### config.mk
export PLATFORM = sky130hd
export DESIGN_NAME = cipher_cfg_regbank_flat
export DESIGN_NICKNAME = d
export VERILOG_FILES = /design/src/rtl/cipher_cfg_regbank_if.sv /design/src/rtl/cipher_cfg_regbank.sv /design/src/flat_wrapper.sv
export SDC_FILE = /design/constraint.sdc
export NUM_CORES = 1
export LEC_CHECK = 0
export BUFFER_PORTS_ARGS = -buffer_cell sky130_fd_sc_hd__buf_2
export CORE_MARGIN = 4
export CORE_UTILIZATION = 54
export CTS_CLUSTER_DIAMETER = 60
export DETAILED_ROUTE_END_ITERATION = 10
export PLACE_DENSITY = 0.9
export SLEW_MARGIN = 10
export SYNTH_ARGS = -nofsm -noshare
export SYNTH_HDL_FRONTEND = slang
export SYNTH_SLANG_ARGS = --single-unit
### constraint.sdc
create_clock -name clk -period 2.8 [get_ports clk]
set_input_delay 0.56 -clock clk [delete_from_list [all_inputs] [get_ports clk]]
set_output_delay 0.56 -clock clk [all_outputs]
set_load 0.02 [all_outputs]
### src/rtl/cipher_cfg_regbank_if.sv
// Host register-access bus for cipher_cfg_regbank: a single-cycle strobe
// request followed by a registered done/error/rdata response.
interface cipher_cfg_regbank_if #(
  parameter int unsigned addr_width = 8,
  parameter int unsigned reg_width  = 16
);
  logic [addr_width-1:0] addr;
  logic                  read;
  logic                  write;
  logic [reg_width-1:0]  wdata;
  logic [reg_width-1:0]  rdata;
  logic                  done;
  logic                  error;

  modport master (output addr, read, write, wdata, input  rdata, done, error);
  modport slave  (input  addr, read, write, wdata, output rdata, done, error);
endinterface

### src/rtl/cipher_cfg_regbank.sv
// Cipher configuration register bank: shadow select/keys are committed
// atomically to the active outputs once the cipher datapath is idle.
module cipher_cfg_regbank #(
  parameter int unsigned addr_width = 8,
  parameter int unsigned reg_width  = 16,
  parameter int unsigned NUM_KEYS   = 3,
  parameter int unsigned KEY_BASE   = 8'h10,
  parameter int unsigned KEY_STRIDE = 2,
  parameter logic [NUM_KEYS*reg_width-1:0] KEY_RST = {16'h0002, 16'hFFFF, 16'h0000}
) (
  input  logic                          clk,
  input  logic                          rst_n,
  cipher_cfg_regbank_if.slave           bus,
  input  logic                          busy,
  output logic [reg_width-1:0]          select,
  output logic [NUM_KEYS*reg_width-1:0] keys,
  output logic                          cfg_update
);

  typedef enum logic {IDLE, PENDING} state_t;

  state_t                        state, state_next;
  logic [1:0]                    shadow_sel, active_sel;
  logic [NUM_KEYS*reg_width-1:0] shadow_keys, active_keys;
  logic                          locked;
  logic                          pending;
  logic                          commit_now;

  logic                 sel_hit, ctrl_hit, stat_hit, key_hit;
  logic [2:0]           key_idx;
  logic                 any_req, acc_err, wr_ok, rd_ok;
  logic [reg_width-1:0] rd_val;

  assign pending    = (state == PENDING);
  assign commit_now = pending && !busy;
  assign select     = {{(reg_width-2){1'b0}}, active_sel};
  assign keys       = active_keys;

  // NOTE: every always_comb output gets a default first so no path can infer a latch.
  always_comb begin
    sel_hit  = (bus.addr == '0);
    ctrl_hit = (bus.addr == addr_width'(2));
    stat_hit = (bus.addr == addr_width'(4));
    key_hit  = 1'b0;
    key_idx  = '0;
    for (int i = 0; i < NUM_KEYS; i++) begin
      if (bus.addr == addr_width'(KEY_BASE + KEY_STRIDE * i)) begin
        key_hit = 1'b1;
        key_idx = 3'(i);
      end
    end

    any_req = bus.read | bus.write;
    acc_err = (bus.read & bus.write)
            | ~(sel_hit | ctrl_hit | stat_hit | key_hit)
            | (bus.write & stat_hit)
            | (bus.read & ctrl_hit)
            | (bus.write & locked)
            | (bus.write & (sel_hit | key_hit) & pending);
    wr_ok = bus.write & ~acc_err;
    rd_ok = bus.read & ~acc_err;

    // Reads return the shadow copy so software sees what it last wrote.
    rd_val = '0;
    if (sel_hit)       rd_val = {{(reg_width-2){1'b0}}, shadow_sel};
    else if (stat_hit) rd_val = {{(reg_width-2){1'b0}}, locked, pending};
    else if (key_hit)  rd_val = shadow_keys[int'(key_idx)*reg_width +: reg_width];
  end

  always_comb begin
    state_next = state;
    case (state)
      IDLE:    if (wr_ok && ctrl_hit && bus.wdata[0]) state_next = PENDING;
      PENDING: if (!busy)                             state_next = IDLE;
      default:                                        state_next = IDLE;
    endcase
  end

  // NOTE: sequential state uses non-blocking assignments so all registers update from pre-edge values.
  always_ff @(posedge clk or negedge rst_n) begin
    if (!rst_n) state <= IDLE;
    else        state <= state_next;
  end

  always_ff @(posedge clk or negedge rst_n) begin
    if (!rst_n) begin
      bus.done  <= 1'b0;
      bus.error <= 1'b0;
      bus.rdata <= '0;
    end else begin
      bus.done  <= any_req;
      bus.error <= any_req & acc_err;
      bus.rdata <= rd_ok ? rd_val : '0;
    end
  end

  // NOTE: the key storage is reset because software relies on KEY_RST being readable before any write.
  always_ff @(posedge clk or negedge rst_n) begin
    if (!rst_n) begin
      shadow_sel  <= '0;
      shadow_keys <= KEY_RST;
      locked      <= 1'b0;
    end else if (wr_ok) begin
      if (sel_hit) shadow_sel <= bus.wdata[1:0];
      if (key_hit) shadow_keys[int'(key_idx)*reg_width +: reg_width] <= bus.wdata;
      if (ctrl_hit && bus.wdata[1]) locked <= 1'b1;
    end
  end

  always_ff @(posedge clk or negedge rst_n) begin
    if (!rst_n) begin
      active_sel  <= '0;
      active_keys <= KEY_RST;
      cfg_update  <= 1'b0;
    end else begin
      cfg_update <= commit_now;
      if (commit_now) begin
        active_sel  <= shadow_sel;
        active_keys <= shadow_keys;
      end
    end
  end

endmodule

### src/flat_wrapper.sv
// flat-port wrapper written by rule: the top's interface ports become plain ports
module cipher_cfg_regbank_flat 
#(
  parameter int unsigned addr_width = 8,
  parameter int unsigned reg_width  = 16,
  parameter int unsigned NUM_KEYS   = 3,
  parameter int unsigned KEY_BASE   = 8'h10,
  parameter int unsigned KEY_STRIDE = 2,
  parameter logic [NUM_KEYS*reg_width-1:0] KEY_RST = {16'h0002, 16'hFFFF, 16'h0000}
)
  (clk, rst_n, busy, select, keys, cfg_update, bus_addr, bus_read, bus_write, bus_wdata, bus_rdata, bus_done, bus_error);
  cipher_cfg_regbank_if #(.addr_width(addr_width), .reg_width(reg_width)) bus_i ();
  input  logic clk;
  input  logic rst_n;
  input  logic busy;
  output logic [reg_width-1:0] select;
  output logic [NUM_KEYS*reg_width-1:0] keys;
  output logic cfg_update;
  input wire logic [$bits(bus_i.addr)-1:0] bus_addr;
  input wire logic [$bits(bus_i.read)-1:0] bus_read;
  input wire logic [$bits(bus_i.write)-1:0] bus_write;
  input wire logic [$bits(bus_i.wdata)-1:0] bus_wdata;
  output wire logic [$bits(bus_i.rdata)-1:0] bus_rdata;
  output wire logic [$bits(bus_i.done)-1:0] bus_done;
  output wire logic [$bits(bus_i.error)-1:0] bus_error;
  assign bus_i.addr = bus_addr;
  assign bus_i.read = bus_read;
  assign bus_i.write = bus_write;
  assign bus_i.wdata = bus_wdata;
  assign bus_rdata = bus_i.rdata;
  assign bus_done = bus_i.done;
  assign bus_error = bus_i.error;
  cipher_cfg_regbank #(.addr_width(addr_width), .reg_width(reg_width), .NUM_KEYS(NUM_KEYS), .KEY_BASE(KEY_BASE), .KEY_STRIDE(KEY_STRIDE), .KEY_RST(KEY_RST)) u_core (.clk(clk), .rst_n(rst_n), .bus(bus_i), .busy(busy), .select(select), .keys(keys), .cfg_update(cfg_update));
endmodule
-- Yosys cells after proc, flatten, opt, wreduce, memory -nomap -nowiden
Cells that the tools add are included.
- shift operators: 3
- bitwise operators: 22
- reduce and logical (&&, ||, !) cells: 9
- add/subtract/negate cells: 1
- mux-type cells: 13
- eq/ne operators: 5
- operators by type and width (operator ; number):
    $mux 16 ; 4
    $bwmux 48 ; 1
    $shift 16x34->48 const A ; 1
    $shiftx 16x34->48 ; 1
    $shiftx 48x8->16 ; 1
    $neg 7->34 ; 1
    $eq 8x5->1 const B ; 3
    $or 1x1->1 ; 10
    $and 1x1->1 ; 9
    $eq 8x2->1 const B ; 1
    $eq 8x3->1 const B ; 1
    $logic_not 8->1 ; 1
    $mux 1 ; 6
    $reduce_and 2->1 ; 3
    $logic_and 1x1->1 ; 4
    $mux 3 ; 1
    $not 1->1 ; 3
    $pmux 1 s2 ; 1
    $logic_not 1->1 ; 1
- output and inout port bits: 83
- bits of input ports: 29
- word-level logic and storage cells: 63
- register bits after elaboration: 121

-- Depth between registers and ports, before layout
- word-level depth: 17
- mapped depth: 7
- gate-level depth less buffers: 4

-- Worst setup path before layout
No wires, ideal clock.
- path type: input port to flip-flop
- from: input port bus_addr[7]
- to: register u_core.shadow_keys[22]
- arrival: 2.297 ns
- setup time: 0.082 ns
- stages on the path: 5
- required time: 2.718 ns
- buffers on the path: 1
- slack: 0.421 ns
- cell sequence: or4b_4 > or2_4 > nor4_4 > buf_6 > mux2_2
- word-level cells in the longest chain between the ends: 14
- elaborated cells on any way between the ends: 32
- those cells by class: 1 x add/sub; 5 x eq/ne; 2 x shift; 6 x mux; 16 x bitwise; 2 x reduce/logical
- RTL lines (element ; RTL line ; text):
    start, declared ; flat_wrapper.sv:19 ; input wire logic [$bits(bus_i.addr)-1:0] bus_addr;
    parallel branches: the longest is 14 deep, another holds $neg 7->34 ; -- ;
    end signal, assigned by index ; cipher_cfg_regbank.sv:105 ; if (key_hit) shadow_keys[int'(key_idx)*reg_width +: reg_width] <= bus.wdata;
    end, declared ; cipher_cfg_regbank.sv:24 ; logic [NUM_KEYS*reg_width-1:0] shadow_keys, active_keys;
Several ways; the timed one is not identified.
A chain may end at the register's enable or synchronous reset.

-- Final worst setup path
- from: register u_core.locked
- to: register u_core.shadow_keys[36]
- word-level cells in the longest chain between the ends: 6
- RTL lines (element ; RTL line ; text):
    start, declared ; cipher_cfg_regbank.sv:25 ; logic locked;
    start signal, assigned ; cipher_cfg_regbank.sv:102 ; locked <= 1'b0;
    start signal, assigned ; cipher_cfg_regbank.sv:106 ; if (ctrl_hit && bus.wdata[1]) locked <= 1'b1;
    $and 1x1->1 ; cipher_cfg_regbank.sv:58 ; | (bus.write & locked)
    $or 1x1->1 ; cipher_cfg_regbank.sv:58 ;
    $or 1x1->1 ; cipher_cfg_regbank.sv:59 ; | (bus.write & (sel_hit | key_hit) & pending);
    $not 1->1 ; cipher_cfg_regbank.sv:60 ; wr_ok = bus.write & ~acc_err;
    $and 1x1->1 ; cipher_cfg_regbank.sv:60 ;
    $reduce_and 2->1 (no source line) ; -- ;
No other way between the ends.

==> impl_metrics.py <==
metrics = {
    "run_status": {
        "status": "complete, no violations",
    },
    "synthesis": {
        "synth_warnings": 0,
        "synth_area_leader_cell": "dfrtp_1",
        "synthTopCellsByArea": "dfrtp_1, mux2_2, dfstp_2, o221a_2, buf_4",
        "synthAdderAreaFrac_pct": 0,
        "synth-compound-area-share_pct": 8.41,
        "syn_inst": 389,
        "synthMuxAreaShare_pct": 21.6,
        "ys.flop_type": "dfrtp_1",
        "postSynthAreaPerCell_sq_um": 13.6,
        "synth_top_area_share_pct": 41.1,
        "synth-async-reset-ratio_pct": 100,
        "ys_types": 44,
        "synth-edff-count": 0,
        "synth_xor_area_share_pct": 0,
        "syn-cell-area_sq_um": 5300,
        "synth_top_family_by_area": "multiplexers",
        "synth_simple_gate_area_share_pct": 7.49,
        "synth_seq_cells": 121,
        "ys_seq_area_share_pct": 58.0,
    },
    "global_routing": {
        "grt_start_max_net_pins": 49,
        "antenna_found_initial": 0,
        "grt-ovfl-total": 0,
        "grt_pass1_vias": 3787,
        "track_usage_pct": 22.4,
        "grt_pass1_wl_um": 19600,
    },
    "finish": {
        "drive_above_1_share_pct": 60.2,
        "fin_cells": 637,
        "synthToLayoutAreaGrowth_pct": 23.8,
        "antenna_cells": 0,
        "nNetsFinal": 524,
    },
    "floorplan": {
        "io_pins": 112,
        "die-area_sq_um": 11500,
        "initial_core_util_pct": 56.5,
        "core_area_sq_um": 9370,
        "die_h_um": 107,
        "die_w_um": 107,
        "rows": 35,
    },
    "timing": {
        "min_period_ps": 2210,
        "slew_viol_final": 0,
        "fin_tns_setup_ps": 0,
        "holdWs_ps": 55.5,
        "tightest_slew_ps": 598,
        "rsz0062_at_grt": "no",
        "max_freq_mhz": 454,
        "slew_headroom_pct": 60.2,
        "finClkSkew_ps": 8.52,
        "period_share_pct": 78.8,
        "final-setup-viol-count": 0,
        "hold_viol_final": 0,
    },
    "detailed_routing": {
        "drtAntennaViolNets": 0,
        "drc": 0,
        "initialDrtViolationCount": 108,
        "postRouteWirelength_um": 12100,
        "drtPass1Iterations": 4,
        "vias_per_cell": 5.51,
        "avgRoutedWirePerCell_um": 19.0,
        "vias": 3511,
    },
    "worst_setup_path": {
        "crit_fanout": 16,
        "critPathMaxStageDelay_ps": 520,
        "crit_slowest_cell": "or3b_2",
        "path_cells": "or3b_2 > nor3_2 > nand3_2 > mux2_2",
        "crit_arrival_ps": 2590,
        "criticalPathCategory": "reg -> reg",
        "cp.buffers_inverters": 0,
        "cp.required_ps": 3190,
        "crit_path_end_kind": "flop",
        "critPathLaunchType": "flop",
        "path_delay_family": "simple AND/OR/NAND/NOR gates",
    },
    "clock_tree": {
        "postCtsHoldBufs": 0,
        "cts_sinks": 121,
        "path_clk_slew_ps": 60,
        "cts.path.max_buffers": 2,
        "cts_root_buf": "clkbuf_8",
        "cts_tree": "built",
        "cts_resized": 0,
        "htree_levels": 4,
        "clk_latency_ps": 510,
        "cts-buffers-inserted": 17,
        "post_cts_buffers": 0,
    },
    "place": {
        "io_buffers": 97,
        "placedCellCount": 605,
        "dp_hpwl_um": 8010,
        "routabilityCongestion": 0.940,
    },
    "power": {
        "p_per_area_nw_per_um2": 648,
        "p_leak_uw": 0.00335,
        "max-vdd-ir-drop_mv": 0.421,
    },
    "run": {
        "cap_violations": 0,
    },
    "worst_hold_path": {
        "hold_class": "in -> async",
    },
}
==> placed cells by master, fill, tap and decap left out, types with 2 or more instances in the layout <==
cell,n
mux2_2,100
bufinv_16,4
or2_2,2
o21ai_0,6
a211oi_1,2
clkbuf_16,16
nand2b_1,3
or4_1,2
a21oi_1,19
or3_1,2
buf_12,3
inv_6,2
conb_1,14
o221a_2,14
or2_4,2
nand2_1,4
clkinvlp_4,3
dfrtp_1,87
clkbuf_8,2
mux2i_1,2
nor2b_1,15
o21a_1,14
clkinv_4,3
buf_2,96
nor3_1,2
inv_1,4
buf_4,12
dfstp_2,34
clkinv_2,2
nor3_2,2
nor2_1,16
==> flip-flops by register name (all words and copies together) (netlist names) <==
register,count
u_core.pending,1
u_core.locked,1
u_core.bus.error,1
u_core.keys,48
u_core.cfg_update,1
u_core.bus.rdata,16
u_core.bus.done,1
u_core.shadow_keys,48
u_core.active_sel,2
u_core.shadow_sel,2
==> layout make-up <==
type / count / area, sq um
Clock buffer: 18 / 428
Clock inverter: 14 / 196
Fill cell: 663 / 2820
Inverter: 4 / 15.0
Multi-Input combinational cell: 240 / 2050
Sequential cell: 121 / 3070
Tap cell: 129 / 161
Timing Repair Buffer: 111 / 631
==> power breakdown <==
part           internal (uW)  switching, uW  total [uW]
sequential              1780           19.7        1800
combinational           62.2            119         181
clock                   1470            792        2270
==> stage by stage <==
step / total power [uW] / util [%] / cell area [sq um] / worst slack [ps]
3_5_place_dp: 2010 / 63.3 / 5930 / 309
3_3_place_gp: 2000 / 63.3 / 5930 / 345
6_report: 4250 / 70.0 / 6560 / 595
5_1_grt: 4390 / 70.0 / 6560 / 542
4_1_cts: 4270 / 70.0 / 6560 / 610
2_1_floorplan: 1930 / - / 5350 / 421
==> final timing paths <==
check                                          start                      to  slack (ps)  depth (start not counted)
worst max register to register         u_core.locked  u_core.shadow_keys[36]         590                          4
worst min register to register  u_core.active_sel[0]    u_core.active_sel[0]         500                          1
max in group asynchronous                      rst_n         u_core.keys[22]        1990                          2
worst max-delay path                   u_core.locked  u_core.shadow_keys[36]         590                          4
worst min-delay path                           rst_n    u_core.active_sel[0]          60                          1
min in group clk                                busy          u_core.pending         280                          3
==> metal layers <==
| layer | share of wire (%) | wire (um) | track usage [%] |
|---|---|---|---|
| met5 | 0 | 0 | 0 |
| met3 | 6.5 | 781 | 6.38 |
| met4 | 1.2 | 140 | 7.49 |
| met1 | 42 | 5050 | 28.9 |
| met2 | 51 | 6110 | 36.3 |
==> cell usage after synthesis (3+ instances only) <==
| master | count |
|---|---|
| nand2b_1 | 4 |
| o21a_1 | 14 |
| nor3_1 | 3 |
| dfrtp_1 | 87 |
| buf_4 | 14 |
| o21ai_0 | 6 |
| inv_1 | 4 |
| clkbuf_1 | 17 |
| o221a_2 | 14 |
| nor2_1 | 16 |
| nor2b_1 | 15 |
| nand2_1 | 4 |
| dfstp_2 | 34 |
| a21oi_1 | 19 |
| mux2_2 | 100 |
==> logic make-up after synthesis <==
group | Yosys count
mux | 102
buf+inv | 41
other cells | 1
compound gates | 60
simple gates | 64
flops | 121
No activity file was read; power rests on OpenSTA's default activity.
